--- config.mk ---
export PLATFORM = sky130hd
export DESIGN_NAME = regfile_dump_reader
export DESIGN_NICKNAME = d
export VERILOG_FILES = /design/src/rtl/mips_dbg_pkg.sv /design/src/rtl/regfile_dump_reader.sv
export SDC_FILE = /design/constraint.sdc
export NUM_CORES = 1
export LEC_CHECK = 0
export CORE_UTILIZATION = 45
export DETAILED_ROUTE_END_ITERATION = 7
export GPL_ROUTABILITY_DRIVEN = 0
export GPL_TIMING_DRIVEN = 0
export PLACE_DENSITY = 0.85
export SYNTH_ARGS = -nofsm -noshare
export SYNTH_HDL_FRONTEND = slang
export SYNTH_SLANG_ARGS = --single-unit
--- constraint.sdc ---
create_clock -name clk -period 3.8 [get_ports clk]
set_clock_uncertainty 0.05 [all_clocks]
set_input_delay 0.76 -clock clk [delete_from_list [all_inputs] [get_ports clk]]
set_output_delay 0.76 -clock clk [all_outputs]
set_load 0.01 [all_outputs]
--- src/rtl/mips_dbg_pkg.sv ---
// Shared constants for the MIPS debug readout blocks: datapath widths,
// register count (shared with the register file) and dump FSM state codes.
package mips_dbg_pkg;

  localparam int DBG_DATA_W   = 32;
  localparam int DBG_ADDR_W   = 5;
  localparam int DBG_NUM_REGS = 32;

  // Dump engine states, kept as plain 2-bit constants so older tools and
  // hand-written waveform decoders can share the encoding.
  localparam logic [1:0] ST_IDLE = 2'd0;
  localparam logic [1:0] ST_READ = 2'd1;
  localparam logic [1:0] ST_SEND = 2'd2;
  localparam logic [1:0] ST_DONE = 2'd3;

endpackage

--- src/rtl/regfile_dump_reader.sv ---
// Register-file dump engine: on start, freezes architectural writes and
// walks every register through one read port, streaming (index, value)
// words out over a valid/ready interface, then pulses done.
module regfile_dump_reader
  import mips_dbg_pkg::*;
#(
  parameter int DATA_W   = DBG_DATA_W,
  parameter int ADDR_W   = DBG_ADDR_W,
  parameter int NUM_REGS = DBG_NUM_REGS
) (
  input  logic              clk,
  input  logic              reset,
  input  logic              start,
  input  logic              abort,
  output logic [ADDR_W-1:0] ra,
  input  logic [DATA_W-1:0] rd,
  output logic              freeze,
  output logic              busy,
  output logic              done,
  output logic              out_valid,
  input  logic              out_ready,
  output logic [ADDR_W-1:0] out_addr,
  output logic [DATA_W-1:0] out_data
);

  // Terminal index: the walk stops on this compare rather than on counter overflow,
  // so NUM_REGS below 2**ADDR_W works without wrapping.
  localparam logic [ADDR_W-1:0] LAST_IDX = ADDR_W'(NUM_REGS - 1);

  logic [1:0]        state_reg, state_next;
  logic [ADDR_W-1:0] idx_reg, idx_next;
  logic              out_valid_reg, out_valid_next;
  logic [ADDR_W-1:0] out_addr_reg, out_addr_next;
  logic [DATA_W-1:0] out_data_reg, out_data_next;
  logic              freeze_reg, freeze_next;
  logic              active;

  assign active    = (state_reg == ST_READ) || (state_reg == ST_SEND);
  assign busy      = active;
  assign done      = (state_reg == ST_DONE);
  assign freeze    = freeze_reg;
  assign ra        = active ? idx_reg : '0;
  assign out_valid = out_valid_reg;
  assign out_addr  = out_addr_reg;
  assign out_data  = out_data_reg;

  // Next-state logic: FSM sequencing, index walk and output word capture/release.
  always_comb begin
    state_next     = state_reg;
    idx_next       = idx_reg;
    out_valid_next = out_valid_reg;
    out_addr_next  = out_addr_reg;
    out_data_next  = out_data_reg;
    case (state_reg)
      ST_IDLE: begin
        if (start) begin
          state_next = ST_READ;
          idx_next   = '0;
        end
      end
      ST_READ: begin
        if (abort) begin
          state_next = ST_IDLE;
        end else begin
          out_data_next  = rd;
          out_addr_next  = idx_reg;
          out_valid_next = 1'b1;
          state_next     = ST_SEND;
        end
      end
      ST_SEND: begin
        // Abort wins over a handshake landing on the same edge.
        if (abort) begin
          out_valid_next = 1'b0;
          state_next     = ST_IDLE;
        end else if (out_valid_reg && out_ready) begin
          out_valid_next = 1'b0;
          if (idx_reg == LAST_IDX) begin
            state_next = ST_DONE;
          end else begin
            idx_next   = idx_reg + 1'b1;
            state_next = ST_READ;
          end
        end
      end
      ST_DONE: begin
        state_next = ST_IDLE;
      end
      default: begin
        state_next = ST_IDLE;
      end
    endcase
    // Freeze follows the state being entered so it is a clean register output
    // that is high from the first cycle after start is accepted.
    freeze_next = (state_next == ST_READ) || (state_next == ST_SEND);
  end

  // State and output registers with synchronous active-high reset.
  always_ff @(posedge clk) begin
    if (reset) begin
      state_reg     <= ST_IDLE;
      idx_reg       <= '0;
      out_valid_reg <= 1'b0;
      out_addr_reg  <= '0;
      out_data_reg  <= '0;
      freeze_reg    <= 1'b0;
    end else begin
      state_reg     <= state_next;
      idx_reg       <= idx_next;
      out_valid_reg <= out_valid_next;
      out_addr_reg  <= out_addr_next;
      out_data_reg  <= out_data_next;
      freeze_reg    <= freeze_next;
    end
  end

endmodule

After elaboration in Yosys (flattened, before gate mapping)
Cells that the tools add are included.

Register bits after elaboration: 46. Bits of input ports: 37. Output and inout port bits: 46. Logic and storage cells: 45.

Add/subtract/negate cells: 1. Equality and inequality tests: 12. Multiplexer cells: 16. Bitwise operators: 1. Reductions and logical operators: 9.

Operator list (count): $mux 5 (5); $mux 2 (5); $pmux 5 s2 (1); $ne 2x2->1 const B (4); $pmux 2 s4 (1); $eq 2x2->1 const B (3); $add 5x1->5 const B (1); $eq 5x5->1 const B (1); $reduce_and 5->1 (1); $eq 2x1->1 const B (2); $reduce_bool 2->1 (2); $mux 1 (3); $ne 3x2->1 const B (1); $reduce_and 3->1 (1); $logic_not 2->1 (1); $logic_or 1x1->1 (2); $ne 2x1->1 const B (1); $pmux 1 s2 (1); $reduce_and 2->1 (1); $logic_and 1x1->1 (1); $not 1->1 (1).

Logic depth before layout (Yosys ltp)
Gate-level depths: netlist of run 1.

Word-level depth: 7. Depth in mapped cells: 8. Gate-level depth less buffers: 7.

Worst setup path after synthesis of run 1
OpenSTA, ideal clock, no wires.

Kind: register -> register. Start point: register idx_reg[0]. End point: register freeze_reg, in the netlist freeze. Setup time: 0.121 ns. Arrival time: 1.640 ns. Required time: 3.629 ns. Path slack: 1.989 ns. Stages on the path, launching flop included: 8. Path buffers: 0. Clock period less this slack: 1.811 ns. Cell sequence: dfxtp_1 -> ha_1 -> and3_1 -> ha_1 -> and3b_1 -> o211a_1 -> nor2_1 -> mux2_2.

Cells in the longest elaborated chain, start to end: 7. Elaborated cells between the ends (all ways): 8. Those cells by class: eq/ne (3); mux (4); reduce/logical (1).

RTL lines: start: declaration (RTL line regfile_dump_reader.sv:31) `logic [ADDR_W-1:0] idx_reg, idx_next;`; start signal: assignment (RTL line regfile_dump_reader.sv:109) `idx_reg <= idx_next;`; $eq 5x5->1 * (RTL line regfile_dump_reader.sv:78) `if (idx_reg == LAST_IDX) begin`; $mux 2 * (RTL line regfile_dump_reader.sv:78); $mux 2 * (RTL line regfile_dump_reader.sv:76) `end else if (out_valid_reg && out_ready) begin`; $mux 2 * (RTL line regfile_dump_reader.sv:73) `if (abort) begin`; $pmux 2 s4 * (RTL line regfile_dump_reader.sv:54) `case (state_reg)`; $eq 2x1->1 / $eq 2x2->1 (equally long branches) (RTL line regfile_dump_reader.sv:95) `freeze_next = (state_next == ST_READ) || (state_next == ST_SEND);`; $logic_or 1x1->1 * (RTL line regfile_dump_reader.sv:95); end signal: assignment (RTL line regfile_dump_reader.sv:113) `freeze_reg <= freeze_next;`; end: declaration (RTL line regfile_dump_reader.sv:35) `logic freeze_reg, freeze_next;`.

Every way passes the cells marked *; elsewhere a longest branch is shown, timed or not. A chain may end at the register's enable or synchronous reset.

Worst setup path in the final report of run 1
Start point: register state_reg[1]. End point: output ra[3].

Cells in the longest elaborated chain, start to end: 3. Elaborated cells between the ends (all ways): 4. Those cells by class: eq/ne (2); mux (1); reduce/logical (1).

RTL lines: start: declaration (RTL line regfile_dump_reader.sv:30) `logic [1:0] state_reg, state_next;`; start signal: assignment (RTL line regfile_dump_reader.sv:108) `state_reg <= state_next;`; $eq 2x1->1 / $eq 2x2->1 (equally long branches) (RTL line regfile_dump_reader.sv:38) `assign active = (state_reg == ST_READ) || (state_reg == ST_SEND);`; $logic_or 1x1->1 * (RTL line regfile_dump_reader.sv:38); $mux 5 * (RTL line regfile_dump_reader.sv:42) `assign ra = active ? idx_reg : '0;`; end: declaration (RTL line regfile_dump_reader.sv:15) `output logic [ADDR_W-1:0] ra,`.

Marked as above.

==> flow_metrics.env, run 1 <==
export IMPL_status="finished clean"
export IMPL_yosys_top_cells_area="dfxtp_1, nand2_1, a21oi_1"
export IMPL_syn_num_nets=275
export IMPL_post_cts_resized=0
export IMPL_synth_cells=231
export IMPL_synth_area_per_cell_um2=8.23
export IMPL_irDropWorstVdd_mv=0.182
export IMPL_antenna_found_initial=0
export IMPL_endpoint_kind="primary output"
export IMPL_viasPerCell=4.98
export IMPL_ys_ff_latch=46
export IMPL_drive_gt1_share_pct=6.25
export IMPL_die_area_mm2=0.00449
export IMPL_core_area_mm2=0.00403
export IMPL_synth_mux_area_share_pct=1.18
export IMPL_r2r_start="idx_reg[1]"
export IMPL_clk_latency_ns=0.30
export IMPL_ant_nets=0
export IMPL_maxCapViolCount=0
export IMPL_synthDistinctLibCells=36
export IMPL_num_vias=1842
export IMPL_grt_pass1_vias=1693
export IMPL_fin_crit_sh_pct=69.9
export IMPL_start_util_pct=47.2
export IMPL_hold_viol_final=0
export IMPL_synth_top_family_by_area="simple AND/OR/NAND/NOR gates"
export IMPL_ys_seq_area_share_pct=48.5
export IMPL_ys_flop_type="dfxtp_1"
export IMPL_yosysWarnings=0
export IMPL_criticalPathCategory="flop to primary output"
export IMPL_wl_per_cell_um=12.5
export IMPL_synth_top_area_cell="dfxtp_1"
export IMPL_grt_use_total_pct=21.9
export IMPL_worst_path_max_fanout=6
export IMPL_grt_start_max_net_pins=16
export IMPL_p_leak_nw=1.07
export IMPL_arrival_ns=1.85
export IMPL_register_area_um2=921
export IMPL_fin_crit_ns=2.66
export IMPL_netlist_top_cells_count="nand2_1, dfxtp_1, a21oi_1"
export IMPL_max_slew_worst_pin_slew_ns=0.457
export IMPL_cts_hold_buf=0
export IMPL_fin_area_mm2=0.00289
export IMPL_rrSetupSlack_ns=1.81
export IMPL_rows=23
export IMPL_finish_net_count=363
export IMPL_min_from="out_data[11]"
export IMPL_slowest_delay_ns=0.54
export IMPL_grt_pass1_wl_mm=7.43
export IMPL_numCtsBuffers=5
export IMPL_first_iter_violations=114
export IMPL_met1_length_mm=2.08
export IMPL_die_x_um=67.0
export IMPL_clk_path_buf_depth=2
export IMPL_synth_most_common_cell="nand2_1"
export IMPL_wl_met3_um=356
export IMPL_crit_required_ns=2.99
export IMPL_cts_setup_buffers=0
export IMPL_largest_reg_flops=32
export IMPL_cts_sinks=46
export IMPL_grt_setup_unrepaired="false"
export IMPL_slew_viol_final=0
export IMPL_cts_max_level=2
export IMPL_cp_cell_sequence="inv_1 -> ha_1 -> and2_1 -> clkdlybuf4s50_1"
export IMPL_post_dp_hpwl_mm=3.46
export IMPL_grt_overflow=0
export IMPL_drt_total_wl_mm=4.64
export IMPL_cts_tree="done"
export IMPL_async_reset_ff_share_pct=0
export IMPL_slowest_stage="clkdlybuf4s50_1"
export IMPL_top_layer="met4"
export IMPL_startpoint="state_reg[1]"
export IMPL_portBuffers=81
export IMPL_first_pass_iters=4
export IMPL_clock_fmax_mhz=376
export IMPL_cts_root_buf="clkbuf_8"
export IMPL_synth_top_area_share_pct=48.5
export IMPL_io_pins=83
export IMPL_whs_ns=0.406
export IMPL_synth_simple_gate_area_share_pct=24.6
export IMPL_area_growth_pct=51.9
export IMPL_die_h_um=67.0
export IMPL_remaining_drc_errors=0
export IMPL_multi_input_area_um2=891
export IMPL_path_clk_slew_ns=0.08
export IMPL_num_fill_cells=338
export IMPL_cp_start_kind="flop"
export IMPL_syn_area_mm2=0.00190
export IMPL_hp_class="flop to flop"
export IMPL_route_met2_wl_mm=2.16
export IMPL_relSlewSlack_pct=69.5
export IMPL_synth_edf_count=0
export IMPL_postPlaceCellArea_mm2=0.00277
export IMPL_synth_compound_area_share_pct=16.5
export IMPL_synth_fa_ha_area_share_pct=4.61
export IMPL_diodes=0
export IMPL_yosys_area_share_xor_xnor_pct=0
export IMPL_powerDensity_mw_per_mm2=366
export IMPL_finalSetupViolations=0
export IMPL_fin_tns_setup_ns=0
## final timing paths
path,to,cells after the start
setup reg to reg,freeze,7
hold / removal,out_data[11],2
hold reg to reg,out_data[11],2
setup / recovery,ra[3],4
## metrics by stage
step	utilization [%]	instances	worst slack [ns]	power, mW
after floorplan	-	231	1.99	0.607
final	71.6	370	1.14	1.06
after global routing	71.6	370	1.06	1.10
after CTS	71.6	370	1.12	1.06
after global placement	68.9	362	1.47	0.699
after detailed placement	68.9	362	1.45	0.703
## layout make-up
class                   count  share of cell area (%)
flip-flops and latches     46                    31.9
multi-input cells         168                    30.9
repair buffers             81                    28.1
plain buffers              14                    2.69
clock buffers               5                    2.38
well taps                  50                    2.17
clock inverters             3                    1.52
inverters                   3                   0.390
## logic make-up after synthesis
kind of cell	after synthesis
compound gates	55
simple gates	104
flops	46
buf+inv	17
mux	2
fa+ha+maj	7
## power by group
part	internal [mW]	switching, mW
sequential	0.502	0.0120
clock	0.197	0.167
combinational	0.0983	0.0788
## critical path, delay by kind of cell, from the launching register on
| kind | cells | cell delay, ns |
|---|---|---|
| buffers and inverters | 2 | 0.65 |
| and+or+nand+nor | 1 | 0.15 |
| DFF | 1 | 0.39 |
| adders and majority gates | 1 | 0.36 |
## routing by layer
metal | global-route usage [%] | up-vias
li1 | - | 938
met1 | 25.9 | 836
met2 | 37.2 | 62
met3 | 7.02 | 6
met4 | 6.91 | 0
met5 | 0 | -
## placed cells by master, fill, tap and decap left out, types with 5 or more instances in the layout
cell and instances:
nand2_1 76, ha_1 7, clkbuf_8 5, a21oi_1 39, clkdlybuf4s50_1 81, and2_1 5
clkbuf_1 5, nand2b_1 6, buf_2 5, dfxtp_1 46
Power figures use the tool's default switching activity.
==> inputs of run 2 (changes only) <==
--- a/config.mk
+++ b/config.mk
@@ -5,11 +5,11 @@
 export SDC_FILE = /design/constraint.sdc
 export NUM_CORES = 1
 export LEC_CHECK = 0
-export CORE_UTILIZATION = 45
+export CORE_UTILIZATION = 37
 export DETAILED_ROUTE_END_ITERATION = 7
 export GPL_ROUTABILITY_DRIVEN = 0
 export GPL_TIMING_DRIVEN = 0
-export PLACE_DENSITY = 0.85
+export PLACE_DENSITY = 0.75
 export SYNTH_ARGS = -nofsm -noshare
 export SYNTH_HDL_FRONTEND = slang
 export SYNTH_SLANG_ARGS = --single-unit
==> constraint.sdc (replaced) <==
create_clock -name clk -period 2.15 [get_ports clk]
set_clock_uncertainty 0.05 [all_clocks]
set_input_delay 0.43 -clock clk [delete_from_list [all_inputs] [get_ports clk]]
set_output_delay 0.43 -clock clk [all_outputs]
set_load 0.01 [all_outputs]
==> flow_metrics.env, run 2 (same netlist as run 1, synthesis figures left out) <==
export IMPL_status="finished clean"
export IMPL_fin_crit_ns=2.07
export IMPL_antenna_found_initial=0
export IMPL_fin_crit_sh_pct=96.5
export IMPL_wl_per_cell_um=12.2
export IMPL_p_leak_nw=1.09
export IMPL_viasPerCell=4.75
export IMPL_num_fill_cells=482
export IMPL_cts_setup_buffers=0
export IMPL_ant_nets=0
export IMPL_num_vias=1835
export IMPL_grt_setup_unrepaired="false"
export IMPL_irDropWorstVdd_mv=0.304
export IMPL_drt_total_wl_mm=4.69
export IMPL_largest_reg_flops=32
export IMPL_post_dp_hpwl_mm=3.40
export IMPL_drive_gt1_share_pct=6.90
export IMPL_grt_pass1_vias=1735
export IMPL_hold_viol_final=0
export IMPL_cts_max_level=2
export IMPL_cts_hold_buf=0
export IMPL_diodes=0
export IMPL_grt_start_max_net_pins=14
export IMPL_worst_path_max_fanout=6
export IMPL_endpoint_kind="primary output"
export IMPL_start_util_pct=39.5
export IMPL_io_pins=83
export IMPL_finalSetupViolations=0
export IMPL_die_h_um=73.7
export IMPL_fin_tns_setup_ns=0
export IMPL_grt_use_total_pct=18.0
export IMPL_die_area_mm2=0.00543
export IMPL_relSlewSlack_pct=67.9
export IMPL_hp_class="flop to flop"
export IMPL_core_area_mm2=0.00482
export IMPL_finish_net_count=363
export IMPL_mostFrequentLayoutCells="nand2_1, clkdlybuf4s50_1, dfxtp_1"
export IMPL_p_total_mw=1.87
export IMPL_remaining_drc_errors=0
export IMPL_clk_path_buf_depth=2
export IMPL_first_pass_iters=4
export IMPL_grt_pass1_wl_mm=7.51
export IMPL_die_x_um=73.7
export IMPL_arrival_ns=1.59
export IMPL_clk_latency_ns=0.29
export IMPL_numCtsBuffers=5
export IMPL_maxCapViolCount=0
export IMPL_cts_root_buf="clkbuf_8"
export IMPL_portBuffers=81
export IMPL_first_iter_violations=54
export IMPL_crit_required_ns=1.67
export IMPL_slew_viol_final=0
export IMPL_rows=25
export IMPL_cts_sinks=46
export IMPL_cp_start_kind="flop"
export IMPL_criticalPathCategory="flop to primary output"
export IMPL_powerDensity_mw_per_mm2=641
export IMPL_cts_tree="done"
export IMPL_max_slew_worst_pin_slew_ns=0.481
export IMPL_grt_overflow=0
export IMPL_post_cts_resized=8
export IMPL_clock_fmax_mhz=482
export IMPL_path_clk_slew_ns=0.08
export IMPL_area_growth_pct=53.5
==> run 2: cell types whose count changed in the layout (fill, tap and decap cells not counted), sizes merged <==
| cell | delta |
|---|---|
| clkdlybuf4s50 | -5 |
| dlygate4sd2 | +5 |
| clkinv | -1 |
| inv | -1 |
| clkbuf | +1 |
==> run 2: layer usage <==
layer	global-route usage (%)	share of wire [%]	vias to the layer above	wire, um
met2	31.9	47	78	2220
met1	19.6	43	810	2010
met3	5.76	8.7	6	409
li1	-	-	941	-
met4	7.26	1.0	0	47
met5	0	0	-	0
==> run 2: critical path: stages (launching register included) <==
cell and delay, ns:
dfxtp_2 0.36, inv_1 0.11, ha_4 0.30, clkdlybuf4s50_1 0.53
==> run 2: through the flow <==
stage	util, %	instances	instance area [um^2]	hold slack (ns)	setup WS [ns]
2_1_floorplan	-	231	1900	0.411	0.339
3_3_place_gp	58.0	379	2800	0.391	0.154
3_5_place_dp	58.0	379	2800	0.396	0.129
4_1_cts	60.5	386	2920	0.407	0.0630
5_1_grt	60.5	386	2920	0.423	0.00218
6_report	60.5	386	2920	0.404	0.0756
==> run 2: path summary, 6_finish.rpt <==
kind | start | end | slack (ns) | depth (start not counted)
setup / recovery | state_reg[1] | busy | 0.08 | 3
hold reg to reg | out_data[14] | out_data[14] | 0.40 | 2
setup reg to reg | idx_reg[0] | freeze | 0.14 | 7
hold / removal | out_data[14] | out_data[14] | 0.40 | 2
==> run 2: area by class of cell <==
class | count | area, um^2 | area share (%)
tap | 67 | 83.8 | 2.87
multi-input combinational | 168 | 903 | 31.0
inverter | 3 | 11.3 | 0.386
sequential | 46 | 923 | 31.7
buffer | 14 | 77.6 | 2.66
clock buffer | 6 | 82.6 | 2.83
clock inverter | 1 | 30.0 | 1.03
timing repair buffer | 81 | 805 | 27.6
==> run 2: report_power, final <==
| group | internal (mW) | switching, mW | leakage (nW) | total, mW |
|---|---|---|---|---|
| clock | 0.372 | 0.269 | 0.0573 | 0.641 |
| sequential | 0.888 | 0.0198 | 0.374 | 0.908 |
| combinational | 0.179 | 0.141 | 0.662 | 0.320 |
| total | 1.44 | 0.430 | 1.09 | 1.87 |
